<file path="config.mk">
export PLATFORM = sky130hd
export DESIGN_NAME = settings_writer_flat
export DESIGN_NICKNAME = d
export VERILOG_FILES = /design/src/rtl/settings_writer_if.sv /design/src/rtl/settings_writer.sv /design/src/flat_wrapper.sv
export SDC_FILE = /design/constraint.sdc
export NUM_CORES = 1
export LEC_CHECK = 0
export CORE_ASPECT_RATIO = 1.1
export CORE_MARGIN = 2
export CORE_UTILIZATION = 52
export DETAILED_ROUTE_END_ITERATION = 8
export PLACE_DENSITY = 0.85
export SYNTH_ARGS = -nofsm -noshare
export SYNTH_HDL_FRONTEND = slang
export SYNTH_SLANG_ARGS = --single-unit
</file>
<file path="constraint.sdc">
create_clock -name clk -period 4.29 [get_ports clk]
set_input_delay 0.6435 -clock clk [delete_from_list [all_inputs] [get_ports clk]]
set_output_delay 0.6435 -clock clk [all_outputs]
set_load 0.01 [all_outputs]
</file>
<file path="src/rtl/settings_writer_if.sv">
// Stream and bank-write signal bundle for settings_writer.
// master drives the field stream; slave is the writer itself.
interface settings_writer_if;
  logic        cmd_start;
  logic        num_valid;
  logic [31:0] num_data;
  logic        num_ready;
  logic        wr_en;
  logic [31:0] set_max_row;
  logic [31:0] set_max_col;
  logic [31:0] data_min;
  logic [31:0] data_max;
  logic [31:0] set_countdown_time;
  logic        busy;
  logic [2:0]  field_idx;
  logic        done;
  logic        err;
  logic [2:0]  err_code;

  modport master (
    output cmd_start, num_valid, num_data,
    input  num_ready, wr_en, set_max_row, set_max_col, data_min, data_max,
           set_countdown_time, busy, field_idx, done, err, err_code
  );

  modport slave (
    input  cmd_start, num_valid, num_data,
    output num_ready, wr_en, set_max_row, set_max_col, data_min, data_max,
           set_countdown_time, busy, field_idx, done, err, err_code
  );
endinterface

</file>
<file path="src/rtl/settings_writer.sv">
// Collects five setting fields, range-checks them together and strobes the bank on success.
// Optional idle-abort between fields: define SETTINGS_WRITER_TIMEOUT_EN.
module settings_writer #(
  parameter int unsigned MAX_DIM = 6,
  parameter int unsigned CD_MIN  = 5,
  parameter int unsigned CD_MAX  = 15
`ifdef SETTINGS_WRITER_TIMEOUT_EN
  ,
  parameter int unsigned TIMEOUT_CYCLES = 100_000_000
`endif
) (
  input logic              clk,
  input logic              rst_n,
  settings_writer_if.slave bus
);

  typedef enum logic [2:0] {StIdle, StCollect, StCheck, StCommit, StError} state_e;

  state_e      state_q;
  logic [2:0]  idx_q;
  logic [31:0] row_q, col_q, min_q, max_q, cd_q;
  logic        wr_en_q;
  logic        err_q;
  logic [2:0]  code_q;
  logic [2:0]  chk_code;
  logic        hs;

`ifdef SETTINGS_WRITER_TIMEOUT_EN
  logic [31:0] tmo_q;
`endif

  assign hs = (state_q == StCollect) && bus.num_valid;

  // Rules are applied highest code first so the lowest failing code survives.
  always_comb begin
    chk_code = 3'd0;
    if (cd_q < CD_MIN || cd_q > CD_MAX)   chk_code = 3'd4;
    if ($signed(min_q) > $signed(max_q))  chk_code = 3'd3;
    if (col_q == 32'd0 || col_q > MAX_DIM) chk_code = 3'd2;
    if (row_q == 32'd0 || row_q > MAX_DIM) chk_code = 3'd1;
  end

  always_ff @(posedge clk or negedge rst_n) begin
    if (!rst_n) begin
      state_q <= StIdle;
      idx_q   <= 3'd0;
      row_q   <= 32'd0;
      col_q   <= 32'd0;
      min_q   <= 32'd0;
      max_q   <= 32'd0;
      cd_q    <= 32'd0;
      wr_en_q <= 1'b0;
      err_q   <= 1'b0;
      code_q  <= 3'd0;
`ifdef SETTINGS_WRITER_TIMEOUT_EN
      tmo_q   <= 32'd0;
`endif
    end else begin
      wr_en_q <= 1'b0;
      err_q   <= 1'b0;
      unique case (state_q)
        StIdle: begin
          if (bus.cmd_start) begin
            state_q <= StCollect;
            idx_q   <= 3'd0;
            code_q  <= 3'd0;
`ifdef SETTINGS_WRITER_TIMEOUT_EN
            tmo_q   <= 32'd0;
`endif
          end
        end
        StCollect: begin
          if (bus.cmd_start) begin
            // Restart wins over a same-cycle handshake.
            idx_q <= 3'd0;
`ifdef SETTINGS_WRITER_TIMEOUT_EN
            tmo_q <= 32'd0;
`endif
          end else if (hs) begin
            case (idx_q)
              3'd0:    row_q <= bus.num_data;
              3'd1:    col_q <= bus.num_data;
              3'd2:    min_q <= bus.num_data;
              3'd3:    max_q <= bus.num_data;
              default: cd_q  <= bus.num_data;
            endcase
            idx_q <= idx_q + 3'd1;
            if (idx_q == 3'd4) state_q <= StCheck;
`ifdef SETTINGS_WRITER_TIMEOUT_EN
            tmo_q <= 32'd0;
          end else if (tmo_q == TIMEOUT_CYCLES - 1) begin
            state_q <= StError;
            err_q   <= 1'b1;
            code_q  <= 3'd5;
          end else begin
            tmo_q <= tmo_q + 32'd1;
`endif
          end
        end
        StCheck: begin
          if (chk_code == 3'd0) begin
            state_q <= StCommit;
            wr_en_q <= 1'b1;
          end else begin
            state_q <= StError;
            err_q   <= 1'b1;
            code_q  <= chk_code;
          end
        end
        StCommit: state_q <= StIdle;
        StError:  state_q <= StIdle;
        default:  state_q <= StIdle;
      endcase
    end
  end

  assign bus.num_ready          = (state_q == StCollect);
  assign bus.busy               = (state_q != StIdle);
  assign bus.wr_en              = wr_en_q;
  assign bus.done               = wr_en_q;
  assign bus.err                = err_q;
  assign bus.err_code           = code_q;
  assign bus.field_idx          = idx_q;
  assign bus.set_max_row        = row_q;
  assign bus.set_max_col        = col_q;
  assign bus.data_min           = min_q;
  assign bus.data_max           = max_q;
  assign bus.set_countdown_time = cd_q;

endmodule

</file>
<file path="src/flat_wrapper.sv">
// flat-port wrapper written by rule: the top's interface ports become plain ports
module settings_writer_flat 
#(
  parameter int unsigned MAX_DIM = 6,
  parameter int unsigned CD_MIN  = 5,
  parameter int unsigned CD_MAX  = 15

)
  (clk, rst_n, bus_cmd_start, bus_num_valid, bus_num_data, bus_num_ready, bus_wr_en, bus_set_max_row, bus_set_max_col, bus_data_min, bus_data_max, bus_set_countdown_time, bus_busy, bus_field_idx, bus_done, bus_err, bus_err_code);
  settings_writer_if bus_i ();
  input logic clk;
  input logic rst_n;
  input wire logic [$bits(bus_i.cmd_start)-1:0] bus_cmd_start;
  input wire logic [$bits(bus_i.num_valid)-1:0] bus_num_valid;
  input wire logic [$bits(bus_i.num_data)-1:0] bus_num_data;
  output wire logic [$bits(bus_i.num_ready)-1:0] bus_num_ready;
  output wire logic [$bits(bus_i.wr_en)-1:0] bus_wr_en;
  output wire logic [$bits(bus_i.set_max_row)-1:0] bus_set_max_row;
  output wire logic [$bits(bus_i.set_max_col)-1:0] bus_set_max_col;
  output wire logic [$bits(bus_i.data_min)-1:0] bus_data_min;
  output wire logic [$bits(bus_i.data_max)-1:0] bus_data_max;
  output wire logic [$bits(bus_i.set_countdown_time)-1:0] bus_set_countdown_time;
  output wire logic [$bits(bus_i.busy)-1:0] bus_busy;
  output wire logic [$bits(bus_i.field_idx)-1:0] bus_field_idx;
  output wire logic [$bits(bus_i.done)-1:0] bus_done;
  output wire logic [$bits(bus_i.err)-1:0] bus_err;
  output wire logic [$bits(bus_i.err_code)-1:0] bus_err_code;
  assign bus_i.cmd_start = bus_cmd_start;
  assign bus_i.num_valid = bus_num_valid;
  assign bus_i.num_data = bus_num_data;
  assign bus_num_ready = bus_i.num_ready;
  assign bus_wr_en = bus_i.wr_en;
  assign bus_set_max_row = bus_i.set_max_row;
  assign bus_set_max_col = bus_i.set_max_col;
  assign bus_data_min = bus_i.data_min;
  assign bus_data_max = bus_i.data_max;
  assign bus_set_countdown_time = bus_i.set_countdown_time;
  assign bus_busy = bus_i.busy;
  assign bus_field_idx = bus_i.field_idx;
  assign bus_done = bus_i.done;
  assign bus_err = bus_i.err;
  assign bus_err_code = bus_i.err_code;
  settings_writer #(.MAX_DIM(MAX_DIM), .CD_MIN(CD_MIN), .CD_MAX(CD_MAX)) u_core (.clk(clk), .rst_n(rst_n), .bus(bus_i));
endmodule
</file>
After elaboration in Yosys (flattened, before gate mapping)
Index checks and enable logic that the tools add are counted.
{ "op_classes": {"n_addsub": 1, "magnitude_cmp": 5, "eq_ne": 12, "mux": 20, "bitwise": 2, "n_reduce_logical": 21} }
{ "ops": {"columns": ["cell", "n"], "rows": [
  ["32-bit by 3-bit greater-than comparator with 1-bit output, second input constant", 2],
  ["32-bit logical NOT", 2],
  ["3-bit two-way mux", 13],
  ["32-bit greater-than comparator", 1],
  ["32-bit by 4-bit greater-than comparator with 1-bit output, second input constant", 1],
  ["32-bit by 3-bit < comparator with 1-bit output, second input constant", 1],
  ["4-bit AND reduction", 6],
  ["3-bit case mux with 2 select lines", 2],
  ["3-bit by 2-bit == test with 1-bit output, second input constant", 3],
  ["3-bit logical NOT", 3],
  ["3-bit case mux with 3 select lines", 1],
  ["3-bit by 1-bit == test with 1-bit output, second input constant", 2],
  ["2-bit != test, second input constant", 3],
  ["3-bit AND reduction", 2],
  ["1-bit two-way mux", 4],
  ["2-bit by 1-bit != test with 1-bit output, second input constant", 2],
  ["2-bit nonzero test", 2],
  ["4-bit OR reduction", 1],
  ["3-bit by 1-bit adder with 3-bit output, second input constant", 1],
  ["3-bit == test, second input constant", 1],
  ["1-bit logical OR", 3],
  ["3-bit by 2-bit != test with 1-bit output, second input constant", 1],
  ["3-bit nonzero test", 1],
  ["1-bit NOT", 2],
  ["1-bit logical AND", 1]
]} }
{ "word_totals": {"regBits": 171, "output_inout_bits": 171} }

Logic depth before layout (Yosys ltp)
{ "logic_depth": {"word_depth": 9, "mapped_depth": 8, "mapped_depth_nobuf": 8} }

Worst setup path after synthesis
OpenSTA, ideal clock, no wires.
{ "synth_path": {"kind": "register to register", "startpoint": "register u_core.max_q[17], in the netlist u_core.bus.data_max[17]", "endpoint": "register u_core.code_q[1], in the netlist u_core.bus.err_code[1]", "setup_time_ns": 0.120, "t_arrival_ns": 2.185, "required_time_ns": 4.170, "setup_slack_ns": 1.985, "path_stages_with_launch": 9, "path_buffers": 0, "cell_sequence": "dfrtp_1 > inv_1 > ha_1 > a21o_1 > a221o_1 > a2111oi_4 > and4_4 > a22oi_4 > a31o_1"} }
{ "synth_via": {"elab_chain_len": 7, "elab_cells_between_ends": 9, "cone_classes": "1 x order compare; 1 x eq/ne; 5 x mux; 2 x reduce/logical"} }
{ "synth_lines": {"columns": ["item", "line_no", "rtl"], "rows": [
  ["start: declaration", "settings_writer.sv:21", "logic [31:0] row_q, col_q, min_q, max_q, cd_q;"],
  ["start signal: assignment", "settings_writer.sv:84", "3'd3: max_q <= bus.num_data;"],
  ["32-bit greater-than comparator (*)", "settings_writer.sv:38", "if ($signed(min_q) > $signed(max_q)) chk_code = 3'd3;"],
  ["3-bit two-way mux (*)", "settings_writer.sv:38", null],
  ["3-bit two-way mux (*)", "settings_writer.sv:39", "if (col_q == 32'd0 || col_q > MAX_DIM) chk_code = 3'd2;"],
  ["3-bit two-way mux (*)", "settings_writer.sv:40", "if (row_q == 32'd0 || row_q > MAX_DIM) chk_code = 3'd1;"],
  ["3-bit logical NOT", "settings_writer.sv:101", "if (chk_code == 3'd0) begin"],
  ["2-bit != test (no source line)", null, null],
  ["3-bit AND reduction (no source line)", null, null],
  ["end signal: assignment", "settings_writer.sv:107", "code_q <= chk_code;"],
  ["end: declaration", "settings_writer.sv:24", "logic [2:0] code_q;"]
]} }
Every way passes the cells marked *; elsewhere a longest branch is shown, timed or not. The select of a mux whose other input is x is not followed.
A chain may end at the register's enable or synchronous reset.

Worst setup path after layout
{ "layout_path": {"startpoint": "register u_core.max_q[31], in the netlist u_core.bus.data_max[31]", "endpoint": "register u_core.code_q[1], in the netlist u_core.bus.err_code[1]"} }
The elaborated chain is that of the path after synthesis.

==> insert_results.sql <==
INSERT INTO impl_metrics (metric_group, metric, value, unit) VALUES
('synthesis', 'yosysSeqAreaShare', '55.9', '%'),
('synthesis', 'count_of_flip_flops_with_a_built_in_enable_after_synthesis', '0', ''),
('detailed_routing', 'post_drt_via_cell_ratio', '5.66', ''),
('sta', 'timing_hold_violations_final', '0', ''),
('min_path', 'worst_hold_path_type', 'in -> async', ''),
('clock_network', 'clock_path_buffers', '2', ''),
('global_routing', 'first_global_vias', '5967', ''),
('final_layout', 'nets', '845', ''),
('sta', 'rsz0062_at_grt', 'false', ''),
('sta', 'min_cycle_time_layout', '2810', 'ps'),
('clock_network', 'path_clk_slew', '60', 'ps'),
('synthesis', 'synth_area_per_cell', '13.6', 'um^2'),
('final_layout', 'stdcell_count', '977', ''),
('final_layout', 'area_of_the_multi_input_gates', '0.00310', 'mm^2'),
('final_layout', 'layout_commonest_cell', 'clkdlybuf4s50_1', ''),
('setup_path', 'critical-path-top-delay-family', 'simple AND/OR/NAND/NOR gates', ''),
('clock_network', 'cts-root-buf', 'clkbuf_16', ''),
('setup_path', 'worst_setup_path_start_kind', 'flip-flop', ''),
('setup_path', 'cp_num_buf_inv', '1', ''),
('die', 'floorplan.core_area', '0.0144', 'mm^2'),
('status', 'run_status', 'complete, no violations', ''),
('setup_path', 'crit_chain', 'inv_1 > ha_1 > nand4_1 > nor4_4 > nand4_1 > a41o_1 > a22oi_4 > a31o_1', ''),
('sta', 'slew_headroom', '34.4', '%'),
('synthesis', 'synth_seq_cells', '171', ''),
('final_layout', 'final.fill_count', '956', ''),
('setup_path', 'cpMaxStageDelayCell', 'nor4_4', ''),
('setup_path', 'crit_type', 'reg -> reg', ''),
('placed_design', 'dpl.cell_count', '945', ''),
('global_routing', 'grt_start_max_net_pins', '108', ''),
('die', 'chipHeight', '131', 'um'),
('final_layout', 'antenna_cells_inserted', '0', ''),
('final_layout', 'final_layout_size_suffix_gt1_share', '25.9', '%'),
('placed_design', 'hpwlAfterDp', '15300', 'um'),
('sta', 'fin_crit_sh', '65.5', '%'),
('sta', 'timing_max_transition_violations_final', '0', ''),
('pwr', 'worst_vdd_rail_ir_drop', '0.366', 'mV'),
('synthesis', 'post_syn_nets', '635', ''),
('synthesis', 'synth.lib_cells_used.distinct', '42', ''),
('die', 'die_area', '0.0157', 'mm^2'),
('detailed_routing', 'drt-initial-drc-count', '349', ''),
('die', 'io_pins', '207', ''),
('global_routing', 'grt_overflow', '0', ''),
('synthesis', 'asyncSetResetFlopFracSynth', '100', '%'),
('synthesis', 'synthCells', '562', ''),
('sta', 'finalSetupViolations', '0', ''),
('detailed_routing', 'route.vias.total', '5532', ''),
('synthesis', 'synthesis.yosys.warnings', '0', ''),
('final_layout', 'area_delta_synth_final', '38.0', '%'),
('flow_run', 'cap_viol_max_count', '0', ''),
('setup_path', 'crit_path_max_fanout', '6', ''),
('clock_network', 'clkSinkCount', '171', ''),
('global_routing', 'first_pass_grt_wire_length', '33400', 'um'),
('clock_network', 'cts_made_buffers', '17', ''),
('clock_network', 'cts-resized-gates', '0', ''),
('setup_path', 'critical_path.most_common_cell', 'nand4_1', ''),
('final_layout', 'layout.cells.most_common_list', 'clkdlybuf4s50_1, dfrtp_1, mux2_2', ''),
('clock_network', 'postCtsSetupBuffers', '0', ''),
('sta', 'actual_slew_at_the_worst_max_slew_pin', '984', 'ps'),
('setup_path', 'endpoint_kind', 'flip-flop', ''),
('synthesis', 'synthFlopType', 'dfrtp_1', ''),
('global_routing', 'groute.usage.overall', '27.9', '%'),
('clock_network', 'cts_tree', 'built', ''),
('detailed_routing', 'routed_wirelength', '21300', 'um'),
('pwr', 'total_leakage_power', '4.64', 'nW'),
('die', 'chipWidth', '120', 'um'),
('setup_path', 'worst_ep_arrival_time', '3170', 'ps'),
('final_layout', 'seqCellArea', '0.00428', 'mm^2'),
('detailed_routing', 'drtPass1Iterations', '4', ''),
('detailed_routing', 'drc', '0', ''),
('detailed_routing', 'route.detailed.wl_per_inst', '21.8', 'um'),
('setup_path', 'worstPathRequired', '4650', 'ps');
==> through the flow <==
| step | setup WS, ps | util [%] | power [W] | hold WS (ps) | instance area [um^2] |
|---|---|---|---|---|---|
| 2_1_floorplan | 1990 | - | 0.00321 | 348 | 7660 |
| 3_3_place_gp | 1400 | 68.7 | 0.00429 | 498 | 9890 |
| 3_5_place_dp | 1350 | 68.7 | 0.00438 | 522 | 9890 |
| 4_1_cts | 1530 | 73.4 | 0.00616 | 387 | 10600 |
| 5_1_grt | 1370 | 73.4 | 0.00641 | 421 | 10600 |
| 6_report | 1480 | 73.4 | 0.00614 | 355 | 10600 |
==> final cells by class <==
cell class	instances	share of cell area, %
Sequential cell	171	40.5
Multi-Input combinational cell	330	29.3
Timing Repair Buffer	212	20.1
Clock buffer	19	4.29
Tap cell	192	2.27
Clock inverter	13	2.08
Inverter	40	1.42
==> routing by layer <==
layer	part of all wire [%]	vias up	routed length, um	track usage (%)
met3	6.3	54	1340	7.03
met2	51	218	10800	47.1
li1	-	2444	-	-
met1	39	2816	8290	33.4
met4	4.0	0	862	13.1
met5	0	-	0	0
==> where the power goes <==
part	internal (W)	switching, W
Clock	0.00112	0.000628
Sequential	0.00199	0.000352
Combinational	0.00115	0.000900
==> cell usage after synthesis, types with 2 or more instances <==
cell	instances	area, um^2
nor3_1	10	50.1
o21ai_0	9	45.0
nand4_1	12	75.1
buf_4	10	75.1
nand3_1	5	25.0
dfrtp_1	171	4280
clkbuf_2	2	10.0
and3_1	3	18.8
o22ai_1	4	25.0
nor2b_1	2	12.5
o21a_1	3	22.5
buf_2	7	35.0
a21oi_1	15	75.1
a21o_1	2	15.0
clkbuf_1	2	7.51
ha_1	37	463
nor4_4	2	42.5
mux2_2	156	1760
nand2_1	16	60.1
and2_1	5	31.3
mux2_1	3	33.8
nor4_1	20	125
nor2_1	8	30.0
inv_1	40	150
==> flip-flops by register name (all words and copies together), names as in the netlist <==
| register | cells |
|---|---|
| u_core.bus.set_max_col | 32 |
| u_core.bus.data_max | 32 |
| u_core.bus.set_max_row | 32 |
| u_core.bus.data_min | 32 |
| u_core.bus.done | 1 |
| u_core.bus.field_idx | 3 |
| u_core.bus.set_countdown_time | 32 |
| u_core.bus.err | 1 |
| u_core.bus.err_code | 3 |
| u_core.state_q | 3 |
==> kinds of logic (layout without fill, tap and decap cells) <==
logic type,count (synthesis),in the layout,share of synthesized area (%)
flip-flops,171,171,55.9
multiplexers,159,159,23.4
AND/OR/NAND/NOR,87,87,6.59
buffers and inverters,61,284,3.63
AO/OA/AOI/OAI,47,47,4.46
adder cells (fa/ha/maj),37,37,6.05
==> worst paths after layout <==
check                                                                 to  cells past startpoint  slack, ps                                    from
max reg2reg                           u_core.bus.err_code[1]$_DFFE_PN0P_                      8       1480     u_core.bus.data_max[31]$_DFFE_PN0P_
max                                   u_core.bus.err_code[1]$_DFFE_PN0P_                      8       1480     u_core.bus.data_max[31]$_DFFE_PN0P_
min                        u_core.bus.set_countdown_time[14]$_DFFE_PN0P_                      1        350                                   rst_n
max in group asynchronous         u_core.bus.set_max_row[10]$_DFFE_PN0P_                      2       3020                                   rst_n
min in group clk                  u_core.bus.set_max_row[14]$_DFFE_PN0P_                      1        530  u_core.bus.set_max_row[14]$_DFFE_PN0P_
min reg2reg                       u_core.bus.set_max_row[14]$_DFFE_PN0P_                      1        530  u_core.bus.set_max_row[14]$_DFFE_PN0P_
Note: power is estimated with default switching activity, not from simulation.
